File: src/rtl/reaction_pkg.sv
// Shared definitions for the reaction-time game controller.
//   state_t    : controller FSM states
//   TIME_W_DEF : default width of millisecond time values
package reaction_pkg;

    localparam int TIME_W_DEF = 16;

    typedef enum logic [2:0] {
        IDLE   = 3'd0,
        ARM    = 3'd1,
        GO     = 3'd2,
        RESULT = 3'd3,
        FOUL   = 3'd4,
        TOUT   = 3'd5
    } state_t;

endpackage

File: src/rtl/ms_tick.sv
// Millisecond prescaler: divides clk by TICK_DIV and flags the last cycle
// of each period with a one-cycle tick.
//   clk  : clock, rising edge
//   rst  : asynchronous active-high reset
//   clr  : holds the prescaler at zero (and suppresses tick) while high
//   tick : high in the last clk cycle of every TICK_DIV-cycle period
module ms_tick #(
    parameter int TICK_DIV = 100000
) (
    input  logic clk,
    input  logic rst,
    input  logic clr,
    output logic tick
);

    localparam int            CW   = (TICK_DIV > 1) ? $clog2(TICK_DIV) : 1;
    localparam logic [CW-1:0] LAST = CW'(TICK_DIV - 1);
    localparam logic [CW-1:0] ZERO = {CW{1'b0}};
    localparam logic [CW-1:0] ONE  = CW'(1);

    logic [CW-1:0] cnt;

    // Prescaler counter: wraps after TICK_DIV cycles, parked at zero by clr.
    always_ff @(posedge clk or posedge rst) begin
        if (rst) begin
            cnt <= ZERO;
        end else if (clr) begin
            cnt <= ZERO;
        end else if (cnt == LAST) begin
            cnt <= ZERO;
        end else begin
            cnt <= cnt + ONE;
        end
    end

    // Tick is decoded from the registered count, so the consumer advances
    // on the same edge that wraps the prescaler.
    assign tick = !clr && (cnt == LAST);

endmodule

File: src/rtl/reaction_ctrl.sv
// Reaction-time game controller.
// A round: start_btn arms the external delay block (delay_flag); when it
// reports delay_done the LED turns on and milliseconds are counted until
// react_btn. Pressing early is a foul; no press within TIMEOUT_MS abandons
// the round. The fastest reaction since reset/clear_best is kept.
//   clk, rst      : clock and asynchronous active-high reset
//   start_btn     : pulse, starts a round from IDLE/FOUL/TOUT
//   react_btn     : pulse, player reaction
//   clear_best    : pulse, forgets the best time
//   delay_done    : level, pre-LED delay has elapsed
//   delay_flag    : level, asks the delay block to run/hold its delay
//   led_on        : reaction LED
//   react_time    : last measured reaction (ms)
//   best_time     : best reaction, all-ones when none
//   result_valid  : one-cycle pulse with each new react_time
//   foul, timeout : round ended by early press / no press
//   busy          : round in progress (arming or LED on)
module reaction_ctrl
    import reaction_pkg::*;
#(
    parameter int TICK_DIV   = 100000,
    parameter int TIME_W     = TIME_W_DEF,
    parameter int TIMEOUT_MS = 2000
) (
    input  logic              clk,
    input  logic              rst,
    input  logic              start_btn,
    input  logic              react_btn,
    input  logic              clear_best,
    input  logic              delay_done,
    output logic              delay_flag,
    output logic              led_on,
    output logic [TIME_W-1:0] react_time,
    output logic [TIME_W-1:0] best_time,
    output logic              result_valid,
    output logic              foul,
    output logic              timeout,
    output logic              busy
);

    localparam logic [TIME_W-1:0] TIME_MAX  = {TIME_W{1'b1}};
    localparam logic [TIME_W-1:0] TIME_ZERO = {TIME_W{1'b0}};
    localparam logic [TIME_W-1:0] TIME_ONE  = TIME_W'(1);
    localparam logic [TIME_W-1:0] TIMEOUT_V = TIME_W'(TIMEOUT_MS);

    state_t            state;
    state_t            next_state;
    logic [TIME_W-1:0] ms_cnt;
    logic              tick;
    logic              tick_clr;
    logic              capture;

    // Prescaler and ms counter only run in GO, so both start from zero on
    // every GO entry.
    assign tick_clr = (state != GO);
    assign capture  = (state == GO) && react_btn;

    ms_tick #(
        .TICK_DIV (TICK_DIV)
    ) u_ms_tick (
        .clk  (clk),
        .rst  (rst),
        .clr  (tick_clr),
        .tick (tick)
    );

    // Elapsed milliseconds since LED-on; saturates instead of wrapping.
    always_ff @(posedge clk or posedge rst) begin
        if (rst) begin
            ms_cnt <= TIME_ZERO;
        end else if (state != GO) begin
            ms_cnt <= TIME_ZERO;
        end else if (tick && (ms_cnt != TIME_MAX)) begin
            ms_cnt <= ms_cnt + TIME_ONE;
        end else begin
            ms_cnt <= ms_cnt;
        end
    end

    // Next-state decode; reaction presses take priority over delay_done in
    // ARM and over the timeout check in GO.
    always_comb begin
        next_state = state;
        case (state)
            IDLE, FOUL, TOUT: begin
                if (start_btn) begin
                    next_state = ARM;
                end else begin
                    next_state = state;
                end
            end
            ARM: begin
                if (react_btn) begin
                    next_state = FOUL;
                end else if (delay_done) begin
                    next_state = GO;
                end else begin
                    next_state = ARM;
                end
            end
            GO: begin
                if (react_btn) begin
                    next_state = RESULT;
                end else if (ms_cnt >= TIMEOUT_V) begin
                    next_state = TOUT;
                end else begin
                    next_state = GO;
                end
            end
            RESULT: begin
                next_state = IDLE;
            end
            default: begin
                next_state = IDLE;
            end
        endcase
    end

    // State register with outputs registered from the next state, so each
    // output is valid in exactly the cycles its state is current.
    always_ff @(posedge clk or posedge rst) begin
        if (rst) begin
            state        <= IDLE;
            delay_flag   <= 1'b0;
            led_on       <= 1'b0;
            busy         <= 1'b0;
            result_valid <= 1'b0;
            foul         <= 1'b0;
            timeout      <= 1'b0;
            react_time   <= TIME_ZERO;
            best_time    <= TIME_MAX;
        end else begin
            state        <= next_state;
            delay_flag   <= (next_state == ARM) || (next_state == GO);
            busy         <= (next_state == ARM) || (next_state == GO);
            led_on       <= (next_state == GO);
            result_valid <= (next_state == RESULT);
            foul         <= (next_state == FOUL);
            timeout      <= (next_state == TOUT);

            if (capture) begin
                react_time <= ms_cnt;
            end else begin
                react_time <= react_time;
            end

            // A result arriving with clear_best becomes the new best outright.
            if (capture && (clear_best || (ms_cnt < best_time))) begin
                best_time <= ms_cnt;
            end else if (clear_best) begin
                best_time <= TIME_MAX;
            end else begin
                best_time <= best_time;
            end
        end
    end

endmodule

File: config.mk
export PLATFORM = sky130hd
export DESIGN_NAME = reaction_ctrl
export DESIGN_NICKNAME = d
export VERILOG_FILES = /design/src/rtl/reaction_pkg.sv /design/src/rtl/ms_tick.sv /design/src/rtl/reaction_ctrl.sv
export SDC_FILE = /design/constraint.sdc
export NUM_CORES = 1
export LEC_CHECK = 0
export ABC_AREA = 1
export CORE_MARGIN = 8
export CORE_UTILIZATION = 45
export CTS_CLUSTER_DIAMETER = 200
export DETAILED_ROUTE_END_ITERATION = 8
export GPL_ROUTABILITY_DRIVEN = 0
export HOLD_SLACK_MARGIN = 0.1
export PLACE_DENSITY_LB_ADDON = 0.05
export SLEW_MARGIN = 5
export SYNTH_ARGS = -nofsm -noshare
export SYNTH_HDL_FRONTEND = slang
export SYNTH_SLANG_ARGS = --single-unit
export TNS_END_PERCENT = 50
File: constraint.sdc
create_clock -name clk -period 2.75 [get_ports clk]
set_input_delay 0.275 -clock clk [delete_from_list [all_inputs] [get_ports clk]]
set_output_delay 0.275 -clock clk [all_outputs]
set_load 0.02 [all_outputs]
# [Yosys cells after proc, flatten, opt, wreduce, memory -nomap -nowiden]
# Index checks and enable logic that the tools add are counted.
[classes] order_cmp=2 multipliers=0 n_bitwise=0 n_reduce_logical=11 addsub=2 div_mod_pow=0 n_shift=0 eq_ne=12 mux=12
[op_table] cell="2-to-1 mux 16 bit" count=4
[op_table] cell="2-to-1 mux 17 bit" count=2
[op_table] cell="adder 17 x 1 -> 17 bit (second input constant)" count=1
[op_table] cell="== test 17 bit (second input constant)" count=1
[op_table] cell="adder 16 x 1 -> 16 bit (second input constant)" count=1
[op_table] cell="greater-or-equal comparator 16 x 11 -> 1 bit (second input constant)" count=1
[op_table] cell="< comparator 16 bit" count=1
[op_table] cell="!= test 16 bit (second input constant)" count=1
[op_table] cell="== test 3 bit (second input constant)" count=4
[op_table] cell="2-to-1 mux 3 bit" count=4
[op_table] cell="== test 3 x 2 -> 1 bit (second input constant)" count=3
[op_table] cell="one-hot mux 3 bit (3 select lines)" count=1
[op_table] cell="== test 3 x 1 -> 1 bit (second input constant)" count=2
[op_table] cell="logical AND 1 bit" count=4
[op_table] cell="nonzero test 2 bit" count=2
[op_table] cell="zero test 3 bit" count=1
[op_table] cell="!= test 3 x 2 -> 1 bit (second input constant)" count=1
[op_table] cell="OR reduction 3 bit" count=1
[op_table] cell="logical OR 1 bit" count=2
[op_table] cell="2-to-1 mux 2 bit" count=1
[op_table] cell="zero test 1 bit" count=1
[totals] ram_bits=0 latch_bits=0 register_bits=73 input_bits=6 romBits=0 wordCells=49 n_memories=0

# [Longest topological paths before layout]
# Gate-level depths: netlist (run 1).
[logic_depth] depth_word=6 mapped_depth=15 depth_no_buf=14

# [Hierarchy]
# A second synthesis (run 1) with hierarchy kept.
[unflattened] hier_cells=527 hier_area_um2=4007.6
[by_module_without_submodules] mod="reaction_ctrl" area_each_um2=3014.1 seq_area_each_um2=1421.4 instances=1 cells_each=385
[by_module_without_submodules] mod="ms_tick" area_each_um2=993.5 seq_area_each_um2=425.4 instances=1 cells_each=142

# [Worst setup path after synthesis (run 1)]
# Ideal clock, no wire load.
[synth_timing] path_type="register -> register" startpoint="register best_time[13]" endpoint="register best_time[0]" required_ns=2.678 t_arrival_ns=1.864 setup_time_ns=0.072 setup_slack_ns=0.814 synth_period_minus_slack_ns=1.936 stages_incl_launch_ff=14 cell_sequence="dfstp_2 -> inv_1 -> ha_1 -> nand2_1 -> inv_1 -> o21ai_0 -> nand2_1 -> nor2_1 -> nand2_1 -> nand2_2 -> buf_2 -> nand2_1 -> nand2_1 -> inv_1"
[synth_via] elab_chain_len=4 elab_cells_between_ends=5
[synth_rtl] element="from (decl)" line_no="reaction_ctrl.sv:34" rtl="output logic [TIME_W-1:0] best_time,"
[synth_rtl] element="from (signal assigned)" line_no="reaction_ctrl.sv:149" rtl="best_time <= ms_cnt;"
[synth_rtl] element="from (signal assigned)" line_no="reaction_ctrl.sv:153" rtl="best_time <= best_time;"
[synth_rtl] element="< comparator 16 bit *" line_no="reaction_ctrl.sv:148" rtl="if (capture && (clear_best || (ms_cnt < best_time))) begin"
[synth_rtl] element="logical OR 1 bit *" line_no="reaction_ctrl.sv:148"
[synth_rtl] element="logical AND 1 bit *" line_no="reaction_ctrl.sv:148"
[synth_rtl] element="2-to-1 mux 16 bit or nonzero test 2 bit (tied branches)"
# Every way passes the cells marked *; elsewhere a longest branch is shown, timed or not.
# A chain may end at the register's enable or synchronous reset.

# [Worst setup path in the final report (run 1)]
[layout_timing] startpoint="register best_time[13]" endpoint="register best_time[1]"
# The elaborated chain is that of the path after synthesis.

==> results.py, run 1 <==
metrics = {
    "timing": {
        "fin_ws_ns": 0.620,
        "rsz0062_at_grt": "false",
        "fin_tns_setup_ns": 0,
        "report.final.slew_viol_count": 0,
        "fmax_mhz": 469,
        "period_needed_ns": 2.13,
        "skew_ns": 0.00941,
        "max_slew_margin": 0.621,
        "worst_slew_pin_slew_ns": 0.568,
        "hold_viol": 0,
        "fin_crit_sh": 0.775,
        "final-setup-viol-count": 0,
    },
    "grt": {
        "grt_pass1_vias": 3253,
        "grt_max_degree": 52,
        "grt_pass1_wl_um": 15400,
        "grt_overflow_total": 0,
        "grt_usage": 0.148,
        "antenna_found_initial": 0,
    },
    "run_status": {
        "status": "complete, no violations",
    },
    "floorplanning": {
        "core_area_mm2": 0.00868,
        "boundaryPins": 44,
        "die-area_mm2": 0.0122,
        "initial_core_util": 0.464,
        "chipWidth_um": 111,
        "die_y_um": 111,
        "rows": 34,
    },
    "critical_path": {
        "critical_path_class": "register to register",
        "critPathMaxFanout": 16,
        "r2r_slack_ns": 0.62,
        "max_stage_delay_ns": 0.54,
        "worstPathArrival_ns": 2.42,
        "r2r_start": "best_time[13]",
        "startpoint_type": "register",
        "critPathRequiredTime_ns": 3.04,
        "crit_chain": "inv_1 > ha_1 > nand2_1 > inv_1 > o21ai_0 > nand2_1 > nor2_1 > nand3_2 > nand3_1 > nand2_1 > inv_1",
        "worst_r2r_path_depth": 11,
        "end_kind": "register",
        "crit_slowest_cell": "dfstp_2",
        "rr_endpoint": "best_time[1]",
    },
    "power": {
        "pwr-share-seq": 0.404,
        "p_int_uw": 2300,
        "p_sw_uw": 1130,
        "ir_drop_mv": 0.386,
        "power.leakage_uw": 0.00247,
        "comb_power_share": 0.298,
        "power.density_mw_per_mm2": 710,
        "swShare": 0.329,
        "p_clk_frac": 0.298,
    },
    "logic_synthesis": {
        "syn_inst": 520,
        "ys_types": 33,
        "yosys_warnings": 0,
        "ys_seq_area_frac": 0.459,
        "syn_area_mm2": 0.00402,
        "ys_ff_latch": 73,
        "avgSynthCellArea_um2": 7.74,
        "synth_nets": 544,
    },
    "drt": {
        "first_iter_violations": 165,
        "routedWlPerCell_um": 13.2,
        "vias": 3341,
        "via_per_inst": 4.92,
        "drc": 0,
        "drt_wl_total_um": 8940,
        "ant_nets": 0,
        "firstDrtPassIters": 4,
    },
    "placement": {
        "port_buffers": 43,
        "dpl_cell_area_mm2": 0.00457,
        "dp_hpwl_um": 6530,
        "post-place-ws_ns": 0.651,
    },
    "clock_tree": {
        "insertion_delay_ns": 0.34,
        "htree_num_levels": 3,
        "cts_root_buf": "clkbuf_8",
        "ctsLongestPathBuffers": 2,
        "cts_tree": "built",
        "cts_resized": 0,
        "clk_pin_slew_worst_paths_ns": 0.08,
        "cts_hold_buf": 0,
        "post_cts_buffers": 0,
        "cts.sinks": 73,
        "cts_buffers": 9,
    },
    "final_layout": {
        "drive_gt1_frac": 0.0998,
        "nNetsFinal": 590,
        "insertedDiodeCount": 0,
        "stdcell_area_mm2": 0.00481,
        "fin_util": 0.555,
        "areaGrowthSynthToFinish_pct": 19.7,
    },
    "min_path": {
        "min_path_type": "input port to asynchronous set/reset pin",
    },
    "flow_run": {
        "cap_violations": 0,
    },
}
==> synthesized netlist by cell type <==
| cell | count | area (um2) |
|---|---|---|
| nand2_2 | 3 | 18.8 |
| clkinv_1 | 1 | 3.75 |
| o21ai_0 | 14 | 70.1 |
| buf_2 | 2 | 10.0 |
| xor2_1 | 9 | 78.8 |
| nand2_4 | 1 | 11.3 |
| buf_4 | 1 | 7.51 |
| a31oi_1 | 1 | 6.26 |
| inv_2 | 4 | 15.0 |
| dfstp_2 | 16 | 420 |
| buf_6 | 2 | 22.5 |
| nor3_1 | 18 | 90.1 |
| nand3b_4 | 1 | 20.0 |
| nor3_4 | 2 | 32.5 |
| nand3_2 | 2 | 20.0 |
| ha_1 | 18 | 225 |
| o32a_1 | 1 | 10.0 |
| or2_2 | 1 | 6.26 |
| dfrtp_1 | 57 | 1430 |
| nor4_1 | 3 | 18.8 |
| nand2_1 | 138 | 518 |
| nand4_1 | 5 | 31.3 |
| inv_1 | 81 | 304 |
| a211oi_1 | 1 | 7.51 |
| nor2_4 | 1 | 11.3 |
| o21ai_1 | 8 | 40.0 |
| nand3_1 | 35 | 175 |
| xnor2_1 | 6 | 52.6 |
| nand4_2 | 1 | 12.5 |
| nor2_2 | 2 | 12.5 |
| nor2_1 | 56 | 210 |
| clkbuf_1 | 9 | 33.8 |
| a21oi_1 | 20 | 100 |
==> how the worst max path moves through the flow <==
stage | startpoint | to | slack (ns) | cells past startpoint
floorplan | rst | busy | 0.65 | 1
global placement | best_time[13] | best_time[3] | 0.72 | 11
detailed placement | best_time[13] | best_time[2] | 0.65 | 11
CTS | best_time[13] | best_time[15] | 0.61 | 11
global route | best_time[13] | best_time[5] | 0.44 | 12
finish | best_time[13] | best_time[1] | 0.62 | 11
==> cell usage in the layout (no fill, tap or decap), drive strengths merged <==
cell           netlist  layout
nand2              142     142
inv                 85      85
nor2                59      59
dfrtp               57      57
clkdlybuf4s50        0      43
nand3               37      37
o21ai               22      22
a21oi               20      20
nor3                20      20
ha                  18      18
dfstp               16      16
xor2                 9       9
clkbuf               9       9
xnor2                6       6
nand4                6       6
buf                  5       6
nor4                 3       3
bufinv               0       3
clkinv               1       3
clkinvlp             0       2
nand3b               1       1
or2                  1       1
a211oi               1       1
o32a                 1       1
a31oi                1       1
==> kinds of logic (layout without fill, tap and decap cells) <==
group | Yosys count | count (layout) | share of synthesized area
xor gates and xnor gates | 15 | 15 | 0.0327
buffers and inverters | 100 | 151 | 0.0986
and+or+nand+nor | 269 | 269 | 0.295
AOI/OAI and AO/OA | 45 | 45 | 0.0582
DFF | 73 | 73 | 0.459
adders and majority gates | 18 | 18 | 0.0560
==> state kept, by name, summed over array words and instances (netlist names) <==
| register | cells |
|---|---|
| u_ms_tick.cnt | 17 |
| best_time | 16 |
| ms_cnt | 16 |
| react_time | 16 |
| state | 3 |
| busy | 1 |
| foul | 1 |
| led_on | 1 |
| result_valid | 1 |
| timeout | 1 |
==> power groups by stage <==
stage	Combinational, uW	Clock [uW]	Sequential (uW)
after floorplan	444	0	1580
after global placement	1030	0	1400
after detailed placement	1040	0	1410
after CTS	1040	1050	1390
after global routing	1130	1080	1410
final	1020	1020	1380
==> critical path, delay by kind of cell, from the launching register on <==
kind	cells	cell delay, ns
AOI/OAI and AO/OA	1	0.13
adders and majority gates	1	0.31
buffers and inverters	3	0.13
DFF	1	0.54
and+or+nand+nor	6	0.95
==> metrics by stage <==
stage	power [uW]	hold slack (ns)	instances
2_1_floorplan	2020	0.431	520
3_3_place_gp	2420	0.451	663
3_5_place_dp	2440	0.467	663
4_1_cts	3480	0.289	679
5_1_grt	3620	0.319	679
6_report	3420	0.273	679
==> area by class of cell <==
cell class / count / area [um2]
flip-flops and latches: 73 / 1850
clock inverters: 7 / 119
multi-input cells: 347 / 1780
inverters: 86 / 323
fillers: 839 / 3860
clock buffers: 9 / 124
repair buffers: 49 / 488
well taps: 108 / 135
==> layer usage <==
metal  vias up  global-route usage  wire [um]
li1       1713                   -          -
met1      1556               0.187       4220
met5         -                   0          0
met2        61               0.247       4250
met4         0              0.0505        128
met3        11              0.0254        337
Power figures use the tool's default switching activity.
==> run 2: changes to the inputs <==
==> constraint.sdc (replaced) <==
create_clock -name clk -period 2.1 [get_ports clk]
set_input_delay 0.21 -clock clk [delete_from_list [all_inputs] [get_ports clk]]
set_output_delay 0.21 -clock clk [all_outputs]
set_load 0.02 [all_outputs]
==> run 2 against run 1 <==
Net effect: utilization rose by 1.3 points; non-clock buffer count rose by 13; clock power rose by 13%; die area did not move; sequential share of layout area fell by 0.87 points; critical path depth rose by 1; via count rose by 1.2%; count of clock-buffer cells in the layout rose by 3; setup slack got worse by 0.48 ns; fmax rose by 8.4%; highest routed layer unchanged.
==> results.py, run 2 (same netlist as run 1, synthesis figures left out) <==
metrics = {
    "timing": {
        "fin_crit_sh": 0.936,
        "skew_ns": 0.0108,
        "fmax_mhz": 509,
        "period_needed_ns": 1.96,
        "hold_slack_ns": 0.463,
        "hold_viol": 0,
        "worst_slew_pin_slew_ns": 0.585,
        "fin_ws_ns": 0.135,
        "final-setup-viol-count": 0,
        "max_slew_margin": 0.609,
        "report.final.slew_viol_count": 0,
    },
    "final_layout": {
        "fin_util": 0.568,
        "largest_reg_flops": 17,
        "regMostFlops": "u_ms_tick.cnt",
        "stdcell_area_mm2": 0.00493,
        "insertedDiodeCount": 0,
        "multi_input_area_mm2": 0.00183,
        "final_common_cell": "nand2_1",
        "regArea_mm2": 0.00185,
        "fill_cells": 824,
        "drive_gt1_frac": 0.125,
        "final_cell_mix": "136 x nand2_1, 80 x inv_1, 57 x dfrtp_1",
        "areaGrowthSynthToFinish_pct": 22.5,
        "nNetsFinal": 605,
    },
    "critical_path": {
        "critPathRequiredTime_ns": 2.38,
        "startpoint_type": "register",
        "crit_start": "best_time[5]",
        "end_kind": "register",
        "critPathMaxFanout": 8,
        "critical_path_class": "register to register",
        "worst_r2r_path_depth": 12,
        "r2r_start": "best_time[5]",
        "worstPathArrival_ns": 2.25,
    },
    "power": {
        "swShare": 0.342,
        "comb_power_share": 0.322,
        "p_clk_frac": 0.265,
        "power.density_mw_per_mm2": 883,
        "power.leakage_uw": 0.00253,
        "p_sw_uw": 1490,
        "p_int_uw": 2860,
        "ir_drop_mv": 0.574,
        "pwr-share-seq": 0.413,
    },
    "clock_tree": {
        "post_cts_buffers": 0,
        "insertion_delay_ns": 0.35,
        "clk_pin_slew_worst_paths_ns": 0.08,
        "htree_num_levels": 3,
        "cts.sinks": 73,
        "cts_buffers": 9,
        "ctsLongestPathBuffers": 2,
        "cts_root_buf": "clkbuf_8",
        "cts_tree": "built",
    },
    "placement": {
        "dp_hpwl_um": 6900,
        "port_buffers": 43,
        "dpl_cell_area_mm2": 0.00466,
        "post-place-ws_ns": 0.101,
    },
    "flow_run": {
        "cap_violations": 0,
    },
    "drt": {
        "drt_wl_total_um": 9750,
        "vias": 3380,
        "firstDrtPassIters": 5,
        "drc": 0,
        "ant_nets": 0,
        "via_per_inst": 4.87,
        "routedWlPerCell_um": 14.0,
        "first_iter_violations": 120,
    },
    "grt": {
        "grt_overflow_total": 0,
        "grt_usage": 0.161,
        "antenna_found_initial": 0,
        "grt_pass1_wl_um": 16700,
        "grt_pass1_vias": 3440,
        "grt_max_degree": 33,
    },
    "floorplanning": {
        "chipWidth_um": 111,
        "core_area_mm2": 0.00868,
        "boundaryPins": 44,
        "rows": 34,
        "die-area_mm2": 0.0122,
        "initial_core_util": 0.464,
        "die_y_um": 111,
    },
    "min_path": {
        "min_path_type": "register to register",
        "holdPathStages": 1,
        "min_from": "u_ms_tick.cnt[0]",
    },
    "run_status": {
        "status": "complete, no violations",
    },
}
[run 2: routing by layer]
layer | share of wire | track usage
met1 | 0.48 | 0.198
met2 | 0.48 | 0.273
met3 | 0.034 | 0.0335
met4 | 0.0074 | 0.0559
met5 | 0 | 0
[run 2: critical path, stage by stage (launching register included)]
cell and delay, ns:
dfstp_2 0.53, inv_1 0.05, ha_1 0.30, a21oi_1 0.13
nor2_1 0.06, nor3_1 0.14, nand2_1 0.11, nand2_2 0.13
nand2_2 0.12, nand2_4 0.16, nand2_1 0.08, nand2_1 0.07
inv_1 0.04
[run 2: cell type report]
type / instances / area share
clock buffers: 12 / 0.0315
clock inverters: 4 / 0.0107
inverters: 86 / 0.0655
repair buffers: 62 / 0.119
well taps: 108 / 0.0274
flip-flops and latches: 73 / 0.375
multi-input cells: 349 / 0.371
[run 2: timing repair]
action / 4_1_cts / 5_1_grt
gates resized for setup: 0 / 7
hold buffers: 1 / 0
endpoints found under the hold margin: 5 / 0
setup endpoints to repair: 0 / 16
[run 2: through the flow]
stage | cells | total power [uW] | setup TNS, ns
finish | 694 | 4350 | 0
detailed placement | 675 | 3230 | 0
floorplan | 520 | 2650 | 0
global route | 694 | 4620 | -0.0128
CTS | 692 | 4400 | 0
global placement | 675 | 3210 | 0
[run 2: path summary, 6_finish.rpt]
path,slack (ns),end
setup / recovery,0.14,best_time[5]
setup reg to reg,0.14,best_time[5]
hold / removal,0.46,u_ms_tick.cnt[0]
max in group asynchronous,0.86,ms_cnt[5]
hold reg to reg,0.46,u_ms_tick.cnt[0]
min in group asynchronous,0.62,u_ms_tick.cnt[10]
[run 2: power groups by stage]
| stage | registers [uW] | clock network, uW | logic [uW] |
|---|---|---|---|
| after floorplan | 2060 | 0 | 581 |
| after global placement | 1820 | 0 | 1390 |
| after detailed placement | 1830 | 0 | 1410 |
| after CTS | 1800 | 1180 | 1420 |
| after global routing | 1830 | 1230 | 1550 |
| final | 1800 | 1150 | 1400 |
